**config.mk**
```make
export PLATFORM = sky130hd
export DESIGN_NAME = instr_encoder
export DESIGN_NICKNAME = d
export VERILOG_FILES = /design/src/rtl/instr_encoder_pkg.sv /design/src/rtl/instr_pack.sv /design/src/rtl/instr_encoder.sv
export SDC_FILE = /design/constraint.sdc
export NUM_CORES = 1
export LEC_CHECK = 0
export BUFFER_PORTS_ARGS = -buffer_cell sky130_fd_sc_hd__buf_2
export CORE_AREA = 2 2 95 97
export DETAILED_ROUTE_END_ITERATION = 6
export DIE_AREA = 0 0 97 99
export PLACE_DENSITY = 0.81
export SYNTH_ARGS = -nofsm -noshare
export SYNTH_HDL_FRONTEND = slang
export SYNTH_SLANG_ARGS = --single-unit
```
**constraint.sdc**
```tcl
create_clock -name clk -period 1.4 [get_ports clk]
set_input_delay 0.21 -clock clk [delete_from_list [all_inputs] [get_ports clk]]
set_output_delay 0.21 -clock clk [all_outputs]
set_load 0.02 [all_outputs]
```
**src/rtl/instr_encoder_pkg.sv**
```systemverilog
// Shared types and constants for the RV64I instruction encoder.
// Formats, opcode constants and the signed-immediate fit test used by the packer.
package instr_encoder_pkg;

  typedef enum logic [1:0] {
    FMT_I = 2'd0,
    FMT_S = 2'd1,
    FMT_B = 2'd2,
    FMT_R = 2'd3
  } fmt_e;

  localparam logic [6:0] OP_IMM    = 7'b0010011;
  localparam logic [6:0] OP_LOAD   = 7'b0000011;
  localparam logic [6:0] OP_STORE  = 7'b0100011;
  localparam logic [6:0] OP_BRANCH = 7'b1100011;
  localparam logic [6:0] OP_OP     = 7'b0110011;

  // True when imm is the sign extension of its low (msb+1) bits.
  function automatic logic imm_fits(input logic [63:0] imm, input int unsigned msb);
    logic [63:0] upper;
    upper = 64'($signed(imm) >>> msb);
    return (upper == '0) || (upper == '1);
  endfunction

endpackage

```
**src/rtl/instr_pack.sv**
```systemverilog
// Combinational field packer for I/S/B/R formats plus immediate range check.
// CHECK_EN=0 makes every request legal, so immediates are silently truncated.
module instr_pack
  import instr_encoder_pkg::*;
#(
  parameter bit CHECK_EN = 1'b0
) (
  input  fmt_e        fmt,
  input  logic [6:0]  opcode,
  input  logic [2:0]  funct3,
  input  logic [6:0]  funct7,
  input  logic [4:0]  rd,
  input  logic [4:0]  rs1,
  input  logic [4:0]  rs2,
  input  logic [63:0] imm,
  output logic [31:0] data,
  output logic        legal
);

  logic range_ok;

  // NOTE: every output of an always_comb gets a default first so no path infers a latch.
  always_comb begin
    data     = '0;
    range_ok = 1'b1;
    unique case (fmt)
      FMT_I: begin
        data     = {imm[11:0], rs1, funct3, rd, opcode};
        range_ok = imm_fits(imm, 11);
      end
      FMT_S: begin
        data     = {imm[11:5], rs2, rs1, funct3, imm[4:0], opcode};
        range_ok = imm_fits(imm, 11);
      end
      FMT_B: begin
        data     = {imm[12], imm[10:5], rs2, rs1, funct3, imm[4:1], imm[11], opcode};
        range_ok = imm_fits(imm, 12) && !imm[0];
      end
      FMT_R: begin
        data     = {funct7, rs2, rs1, funct3, rd, opcode};
        range_ok = 1'b1;
      end
      default: begin
        data     = '0;
        range_ok = 1'b1;
      end
    endcase
    legal = !CHECK_EN || range_ok;
  end

endmodule

```
**src/rtl/instr_encoder.sv**
```systemverilog
// Streams packed RV64I words into instruction memory at auto-incrementing addresses.
// Define INSTR_ENCODER_RANGE_CHECK_EN to reject out-of-range immediates and drive err.
module instr_encoder
  import instr_encoder_pkg::*;
#(
  parameter int ADDR_W    = 16,
  parameter int BASE_ADDR = 0
) (
  input  logic              clk,
  input  logic              rst_n,
  input  logic              clr,
  input  logic              in_valid,
  output logic              in_ready,
  input  logic [1:0]        in_fmt,
  input  logic [6:0]        in_opcode,
  input  logic [2:0]        in_funct3,
  input  logic [6:0]        in_funct7,
  input  logic [4:0]        in_rd,
  input  logic [4:0]        in_rs1,
  input  logic [4:0]        in_rs2,
  input  logic [63:0]       in_imm,
  output logic              out_valid,
  input  logic              out_ready,
  output logic [ADDR_W-1:0] out_addr,
  output logic [31:0]       out_data,
  output logic [ADDR_W-1:0] word_cnt,
  output logic              err
);

`ifdef INSTR_ENCODER_RANGE_CHECK_EN
  localparam bit CHECK_EN = 1'b1;
`else
  localparam bit CHECK_EN = 1'b0;
`endif

  localparam logic [ADDR_W-1:0] BASE = ADDR_W'(BASE_ADDR);
  localparam logic [ADDR_W-1:0] STEP = ADDR_W'(4);

  logic [ADDR_W-1:0] next_addr;
  logic [31:0]       pack_data;
  logic              pack_legal;
  logic              accept;
  logic              write;
  logic              err_q;

  instr_pack #(.CHECK_EN(CHECK_EN)) u_pack (
    .fmt    (fmt_e'(in_fmt)),
    .opcode (in_opcode),
    .funct3 (in_funct3),
    .funct7 (in_funct7),
    .rd     (in_rd),
    .rs1    (in_rs1),
    .rs2    (in_rs2),
    .imm    (in_imm),
    .data   (pack_data),
    .legal  (pack_legal)
  );

  assign in_ready = !out_valid || out_ready;
  assign accept   = in_valid && in_ready;
  assign write    = accept && pack_legal;

  // NOTE: state registers use non-blocking assignments so all flops update from pre-edge values.
  always_ff @(posedge clk or negedge rst_n) begin
    if (!rst_n) begin
      out_valid <= 1'b0;
      out_addr  <= '0;
      out_data  <= '0;
    end else if (write) begin
      out_valid <= 1'b1;
      out_addr  <= clr ? BASE : next_addr;
      out_data  <= pack_data;
    end else if (out_ready) begin
      out_valid <= 1'b0;
    end
  end

  // A request accepted alongside clr takes BASE and leaves BASE+4 behind it.
  always_ff @(posedge clk or negedge rst_n) begin
    if (!rst_n) begin
      next_addr <= BASE;
    end else if (clr) begin
      next_addr <= write ? BASE + STEP : BASE;
    end else if (write) begin
      next_addr <= next_addr + STEP;
    end
  end

  always_ff @(posedge clk or negedge rst_n) begin
    if (!rst_n) begin
      word_cnt <= '0;
    end else if (clr) begin
      word_cnt <= '0;
    end else if (out_valid && out_ready) begin
      word_cnt <= word_cnt + 1'b1;
    end
  end

  // Setting the error wins over a concurrent clear.
  always_ff @(posedge clk or negedge rst_n) begin
    if (!rst_n) begin
      err_q <= 1'b0;
    end else if (accept && !pack_legal) begin
      err_q <= 1'b1;
    end else if (clr) begin
      err_q <= 1'b0;
    end
  end

  assign err = CHECK_EN ? err_q : 1'b0;

endmodule

```
* Word level (Yosys, flattened, before mapping) *
Cells that the tools add are included.

word-level totals
  flip-flop bits (word level) = 81
  word-level logic and storage cells = 27

operators by class
  $add $sub $neg = 2
  eq/ne operators = 3
  muxes and demuxes = 9
  reduce and logical (&&, ||, !) cells = 8

operators by type and width
  cell                                            count
  one-hot mux 32 bit (4 select lines)             1
  2-to-1 mux 16 bit                               5
  adder 16 x 1 -> 16 bit (second input constant)  1
  adder 16 x 3 -> 16 bit (second input constant)  1
  nonzero test 2 bit                              3
  == test 2 bit (second input constant)           2
  2-to-1 mux 3 bit                                1
  == test 2 x 1 -> 1 bit (second input constant)  1
  logical AND 1 bit                               2
  zero test 2 bit                                 1
  2-to-1 mux 1 bit                                2
  zero test 1 bit                                 1
  logical OR 1 bit                                1

* Longest topological paths before layout *
Gate-level depths: netlist of the first run.

  depth after elaboration = 5
  depth in mapped cells = 6

* By module *
Synthesis of the first run repeated with hierarchy kept, for this count alone.

second synthesis, totals
  cells, all modules = 397
  area total of the unflattened synthesis = 3728.6 sq um

modules (own cells, without submodules)
  module         times used  cells an instance  area an instance (sq um)
  instr_encoder  1           354                3333.2
  instr_pack     1           43                 395.4

* Worst setup path before layout of the first run *
Ideal clock, no wire load.

  path kind = register -> register
  from = register word_cnt[3]
  to = register word_cnt[13]
  arrival time = 1.546 ns
  setup slack = -0.224 ns
  cell stages (with the launch flop) = 5
  clock period less this slack = 1.624 ns
  cells stage by stage = dfrtp_1 > and4_4 > nand3_4 > or4_1 > a21oi_1

between the ends
  cells in the longest elaborated chain, start to end = 3

ends and longest elaborated chain
  what                    line                 text
  start, declared         instr_encoder.sv:26  output logic [ADDR_W-1:0] word_cnt,
  start signal, assigned  instr_encoder.sv:95  word_cnt <= word_cnt + 1'b1;
  adder 16 x 1 -> 16 bit  instr_encoder.sv:95
  2-to-1 mux 16 bit       instr_encoder.sv:94  end else if (out_valid && out_ready) begin
  2-to-1 mux 16 bit       instr_encoder.sv:92  end else if (clr) begin

Every way passes these cells. The select of a mux whose other input is x is not followed.
A chain may end at the register's enable or synchronous reset.

* Worst setup path after layout of the first run *
  from = register out_valid
  to = register next_addr[14]

between the ends
  cells in the longest elaborated chain, start to end = 4

ends and longest elaborated chain
  what                          line                 text
  start, declared               instr_encoder.sv:22  output logic out_valid,
  start signal, assigned        instr_encoder.sv:66  out_valid <= 1'b0;
  start signal, assigned        instr_encoder.sv:70  out_valid <= 1'b1;
  start signal, assigned        instr_encoder.sv:74  out_valid <= 1'b0;
  zero test 1 bit               instr_encoder.sv:59  assign in_ready = !out_valid || out_ready;
  logical OR 1 bit              instr_encoder.sv:59
  logical AND 1 bit             instr_encoder.sv:60  assign accept = in_valid && in_ready;
  nonzero test 2 bit (no line)  -
  end signal, assigned          instr_encoder.sv:83  next_addr <= write ? BASE + STEP : BASE;
  end signal, assigned          instr_encoder.sv:85  next_addr <= next_addr + STEP;
  end, declared                 instr_encoder.sv:39  logic [ADDR_W-1:0] next_addr;

Every way passes these cells.

==> impl_metrics.json, run 1 <==
{
  "worst-setup-path-type": "reg2reg",
  "top_layer": "met4",
  "fmax_ghz": 0.6761,
  "wl_met2_um": 4965,
  "synth-edff-count": 0,
  "setup_viol": 23,
  "async_reset_ff_share_pct": 100.0,
  "holdWs_ns": 0.09643,
  "clock-sinks": 78,
  "end_kind": "flip-flop",
  "fin_util_pct": 63.48,
  "cts.htree.levels": 3,
  "status": "finished with violations",
  "cts.path.max_buffers": 2,
  "vias": 3164,
  "fin_skew_ns": 0.01115,
  "ant_nets": 0,
  "die_w_um": 97,
  "wl_um": 9510,
  "synth_cells": 332,
  "nets": 615,
  "num_rows": 34,
  "final_hold_viol_count": 0,
  "gp_congestion": 0.8836,
  "grt_antenna_before_repair": 0,
  "cp_max_fo": 8,
  "drc": 0,
  "ir_worst_vdd_v": 0.0004621,
  "seq_area_frac_synth_pct": 55.32,
  "hpwl_um": 6118,
  "arrival_ns": 1.76,
  "cts_buffers": 9,
  "reg2reg_slack_ns": -0.08,
  "root_buffer": "clkbuf_8",
  "cp_top_family": "simple AND/OR/NAND/NOR gates",
  "tns_ns": -0.7403,
  "start_util_pct": 41.26,
  "netlist_area_um2": 3528,
  "grt_first_pass_wirelength_um": 14670,
  "grt_pass1_vias": 3227,
  "dieArea_um2": 9603,
  "finalNonFillerCells": 623,
  "grt_max_degree": 79,
  "synth_ff_type": "dfrtp_1",
  "power_density_nw_per_um2": 976.3,
  "start_kind": "flip-flop",
  "diodes": 0,
  "fin_crit_ns": 1.479,
  "pin_count": 170,
  "yosys_warnings": 0,
  "synth.distinct_cells": 32,
  "path_buf_inv": 1,
  "dr.pass1.iters": 4,
  "syn_area_per_cell_um2": 10.63,
  "grt-ovfl-total": 0,
  "drtIter0Drc": 92,
  "clk_latency_ns": 0.35,
  "synth_top_cell_area_share_pct": 55.32,
  "final_layout_size_suffix_gt1_share_pct": 55.53,
  "drv_cap": 0,
  "ys_top_cells_by_area": "dfrtp_1 55%, mux2i_1 5.4%, o21ai_0 5.4%, mux2_2 5.1%, nand2_1 4.9%",
  "placed_cells": 579,
  "hp-class": "in2reg",
  "critical-path-max-stage-delay_ns": 0.51,
  "cellLeakagePower_uw": 0.002646,
  "synthesis.nets": 437,
  "cts_tree": "done",
  "routed_via_density": 5.079,
  "setup_ws_ns": -0.07900,
  "critical_path_required_ns": 1.68,
  "die_y_um": 99,
  "cp_cell_sequence": "nand2b_1 > buf_6 > nand4_4 > or4_1 > a21oi_1",
  "routed-wl-met3_um": 457,
  "synth-seq-cells": 78,
  "coreArea_um2": 8551,
  "path_clk_slew_ns": 0.10,
  "area_growth_pct": 53.83,
  "period_share_pct": 105.6,
  "place_ws_ns": -0.1343,
  "wl_met1_um": 3889,
  "port-buffer-count": 117,
  "synth_top_cell_by_area": "dfrtp_1",
  "grt_use_total_pct": 18.54,
  "cp_slowest_cell": "or4_1",
  "wl_per_cell_um": 15.26,
  "failed_checks": "setup timing",
  "rsz0062_at_grt": "true",
  "slew_viol_final": 0
}
[cell usage in the layout (no fill, tap or decap), types with 8 or more instances in the layout]
cell type  netlist  final
o21ai_2          0     11
buf_2            2    113
dfrtp_1         78     68
clkbuf_8         0      9
buf_4            2     45
nand3_1          9      8
nand2_1         46     32
mux2_2          16     15
buf_6            1     16
xor2_1          11     11
nand4_1          8      8
o21ai_0         38     22
nor2_1          14     14
mux2i_1         19     19
dfrtp_2          0     10
nand2b_1        14     14
[worst paths after layout]
check | start | end | depth (start not counted)
min | in_funct3[0] | out_data[12]$_DFFE_PN0P_ | 2
min reg2reg | out_data[8]$_DFFE_PN0P_ | out_data[8]$_DFFE_PN0P_ | 2
min in group asynchronous | rst_n | out_data[18]$_DFFE_PN0P_ | 3
max reg2reg | out_valid$_DFFE_PN0P_ | next_addr[14]$_DFFE_PN0P_ | 5
max in group asynchronous | rst_n | word_cnt[6]$_DFFE_PN0P_ | 3
max | out_valid$_DFFE_PN0P_ | next_addr[14]$_DFFE_PN0P_ | 5
[logic make-up (layout without fill, tap and decap cells)]
family | Yosys count | count (layout) | share of synthesized area, %
AND/OR/NAND/NOR | 119 | 120 | 17.84
flip-flops | 78 | 78 | 55.32
AO/OA/AOI/OAI | 59 | 59 | 8.865
multiplexers | 35 | 35 | 10.50
buffers and inverters | 23 | 205 | 2.943
XOR/XNOR | 15 | 15 | 3.723
adder cells (fa/ha/maj) | 2 | 2 | 0.7091
other | 1 | 1 | 0.1063
[synth_stat cells (all sizes together), types with 3 or more instances]
library cell	n
a21oi	14
and4	5
buf	6
clkbuf	13
dfrtp	78
inv	4
mux2	16
mux2i	19
nand2	46
nand2b	14
nand3	10
nand4	9
nor2	14
nor4	3
o21ai	38
o31ai	7
or3	7
or4	5
xnor2	4
xor2	11
[where the power goes]
group	switching, µW	internal (µW)
logic	580	465
clock network	896	846
registers	100	2410
total	1580	3720
[sequential cells by signal (all words and copies together) (netlist names)]
| register | flops |
|---|---|
| next_addr | 14 |
| out_addr | 15 |
| out_data | 32 |
| out_valid | 1 |
| word_cnt | 16 |
[layout make-up]
cell class / instances / area [µm²]
multi-input cells: 232 / 1805
flip-flops and latches: 78 / 1964
repair buffers: 185 / 1304
fillers: 684 / 3123
well taps: 108 / 135.1
clock inverters: 7 / 80.08
inverters: 4 / 15.01
clock buffers: 9 / 123.9
[metrics by stage]
step	cell area (µm²)	total power, µW
after global placement	4539	3378
after global routing	5428	5553
after floorplan	3582	3017
final	5428	5299
after detailed placement	4539	3415
after CTS	4923	5200
[per-layer routing]
| metal | vias up | GRT usage, % |
|---|---|---|
| met5 | - | 0 |
| met3 | 18 | 3.475 |
| met1 | 1525 | 22.24 |
| met4 | 0 | 8.126 |
| li1 | 1513 | - |
| met2 | 108 | 32.64 |
[what timing repair did]
action                     in CTS  in global routing
hold endpoints to repair       78                  0
pin swaps                      16                 31
setup endpoints to repair      13                 49
resized for setup              24                 84
setup buffers                   7                 14
hold buffers                    1                  0
cloned                          1                  5
(Power assumes the default switching activity.)
==> run 2, diff against run 1 <==
Settings changed: MAX_ROUTING_LAYER from default to met4.
==> run 2 against run 1 <==
The flow still finishes with violations (setup timing). Hold slack got worse by 0.0012 ns. Clock skew decreased by 0.0024 ns. Sequential cell count unchanged. Global-route usage increased by 0.57 points. Count of clock-buffer cells in the layout unchanged. Cell count decreased by 0.80%. Critical path type unchanged.
==> impl_metrics.json, run 2 (synthesis results as in run 1) <==
{
  "worst-setup-path-type": "reg2reg",
  "final_hold_viol_count": 0,
  "cts.htree.levels": 3,
  "hp-class": "in2reg",
  "cp_slowest_cell": "or4_4",
  "arrival_ns": 1.76,
  "ir_worst_vdd_v": 0.0004625,
  "largest_register": "out_data",
  "area_growth_pct": 52.55,
  "port-buffer-count": 117,
  "cp_top_family": "simple AND/OR/NAND/NOR gates",
  "grt_use_total_pct": 19.10,
  "setup_viol": 25,
  "cts_tree": "done",
  "status": "finished with violations",
  "diodes": 0,
  "cp_cell_sequence": "nand2b_1 > buf_6 > nand4_4 > or4_4 > a21oi_2",
  "power_density_nw_per_um2": 984.6,
  "dr.pass1.iters": 4,
  "reg2reg_slack_ns": -0.08,
  "critical-path-max-stage-delay_ns": 0.52,
  "totalPowerFinal_uw": 5300,
  "wl_per_cell_um": 15.11,
  "cts.path.max_buffers": 2,
  "failed_checks": "setup timing",
  "ant_nets": 0,
  "drtIter0Drc": 68,
  "gp_congestion": 0.8984,
  "wl_um": 9338,
  "startpoint": "out_valid$_DFFE_PN0P_",
  "largest_reg_flops": 32,
  "routed_via_density": 5.147,
  "top_regs": "out_data x32, word_cnt x16, out_addr x15",
  "grt_antenna_before_repair": 0,
  "grt_first_pass_wirelength_um": 14670,
  "root_buffer": "clkbuf_8",
  "place_ws_ns": -0.1343,
  "die_w_um": 97,
  "dieArea_um2": 9603,
  "start_util_pct": 41.26,
  "path_clk_slew_ns": 0.09,
  "layout_commonest_cell": "buf_2",
  "reg2reg_from": "out_valid$_DFFE_PN0P_",
  "setup_ws_ns": -0.08383,
  "fin_skew_ns": 0.008702,
  "num_rows": 34,
  "vias": 3181,
  "grt_pass1_vias": 3225,
  "grt_max_degree": 79,
  "nets": 610,
  "r2r_end": "next_addr[14]$_DFFE_PN0P_",
  "cp_max_fo": 8,
  "path_buf_inv": 1,
  "start_kind": "flip-flop",
  "cts_buffers": 9,
  "end_kind": "flip-flop",
  "pin_count": 170,
  "endpoint": "next_addr[14]$_DFFE_PN0P_",
  "period_share_pct": 106.0,
  "rsz0062_at_grt": "true",
  "die_y_um": 99,
  "fmax_ghz": 0.6739,
  "reg2regPathDepth": 5,
  "final_layout_size_suffix_gt1_share_pct": 55.49,
  "crit_cells": 5,
  "final_cell_mix": "113 x buf_2, 68 x dfrtp_1, 40 x buf_4",
  "drv_cap": 0,
  "coreArea_um2": 8551,
  "clk_latency_ns": 0.34,
  "clock-sinks": 78,
  "drc": 0,
  "grt-ovfl-total": 0,
  "critical_path_required_ns": 1.68,
  "slew_viol_final": 0,
  "cellLeakagePower_uw": 0.002625,
  "fin_crit_ns": 1.484,
  "hpwl_um": 6118
}
==> run 2: what timing repair did <==
action / CTS / global route
pin swaps: 16 / 30
endpoints found under the setup margin: 13 / 49
gates resized for setup: 24 / 86
buffers inserted: 7 / 9
gates cloned: 1 / 5
endpoints found under the hold margin: 78 / 0
hold buffers: 1 / 0
==> run 2: through the flow <==
step | std cells | hold WS, ns | utilization (%) | TNS [ns] | instance area, µm²
after floorplan | 332 | -0.08559 | - | -0.3779 | 3582
after global placement | 579 | 0.2612 | 53.09 | -0.4437 | 4539
after detailed placement | 579 | 0.2654 | 53.09 | -0.8946 | 4539
after CTS | 604 | 0.07414 | 57.58 | -0.6003 | 4923
after global routing | 618 | 0.07351 | 62.95 | -2.795 | 5383
final | 618 | 0.09527 | 62.95 | -0.6382 | 5383
==> run 2: worst min-delay path by stage <==
stage	start	endpoint	slack, ns	depth (start not counted)
after floorplan	rst_n	next_addr[10]$_DFFE_PN0P_	-0.09	0
final	in_funct3[0]	out_data[12]$_DFFE_PN0P_	0.1	2
after CTS	in_funct3[2]	out_data[14]$_DFFE_PN0P_	0.07	2
after global placement	rst_n	out_data[17]$_DFFE_PN0P_	0.26	2
after detailed placement	rst_n	out_data[17]$_DFFE_PN0P_	0.27	2
after global routing	in_funct3[0]	out_data[12]$_DFFE_PN0P_	0.07	2
==> run 2: final cells by class <==
| class | count | area [µm²] |
|---|---|---|
| clock buffer | 9 | 123.9 |
| inverter | 4 | 15.01 |
| tap | 108 | 135.1 |
| clock inverter | 7 | 80.08 |
| sequential | 78 | 1964 |
| fill | 685 | 3168 |
| timing repair buffer | 180 | 1266 |
| multi-input combinational | 232 | 1798 |
==> run 2: layer usage <==
metal  share of wire, %  track usage (%)  vias to the layer above
met4                1.9            8.126                        0
met2                 53            32.53                      127
met1                 40            22.33                     1530
met5                  0                -                        -
met3                5.7            3.475                       15
li1                   -                -                     1509
==> run 2: report_power, final <==
group / internal, µW / switching (µW) / leakage [µW]
sequential: 2410 / 105 / 0.00100
clock: 846 / 892 / 0.0000968
combinational: 465 / 582 / 0.00152
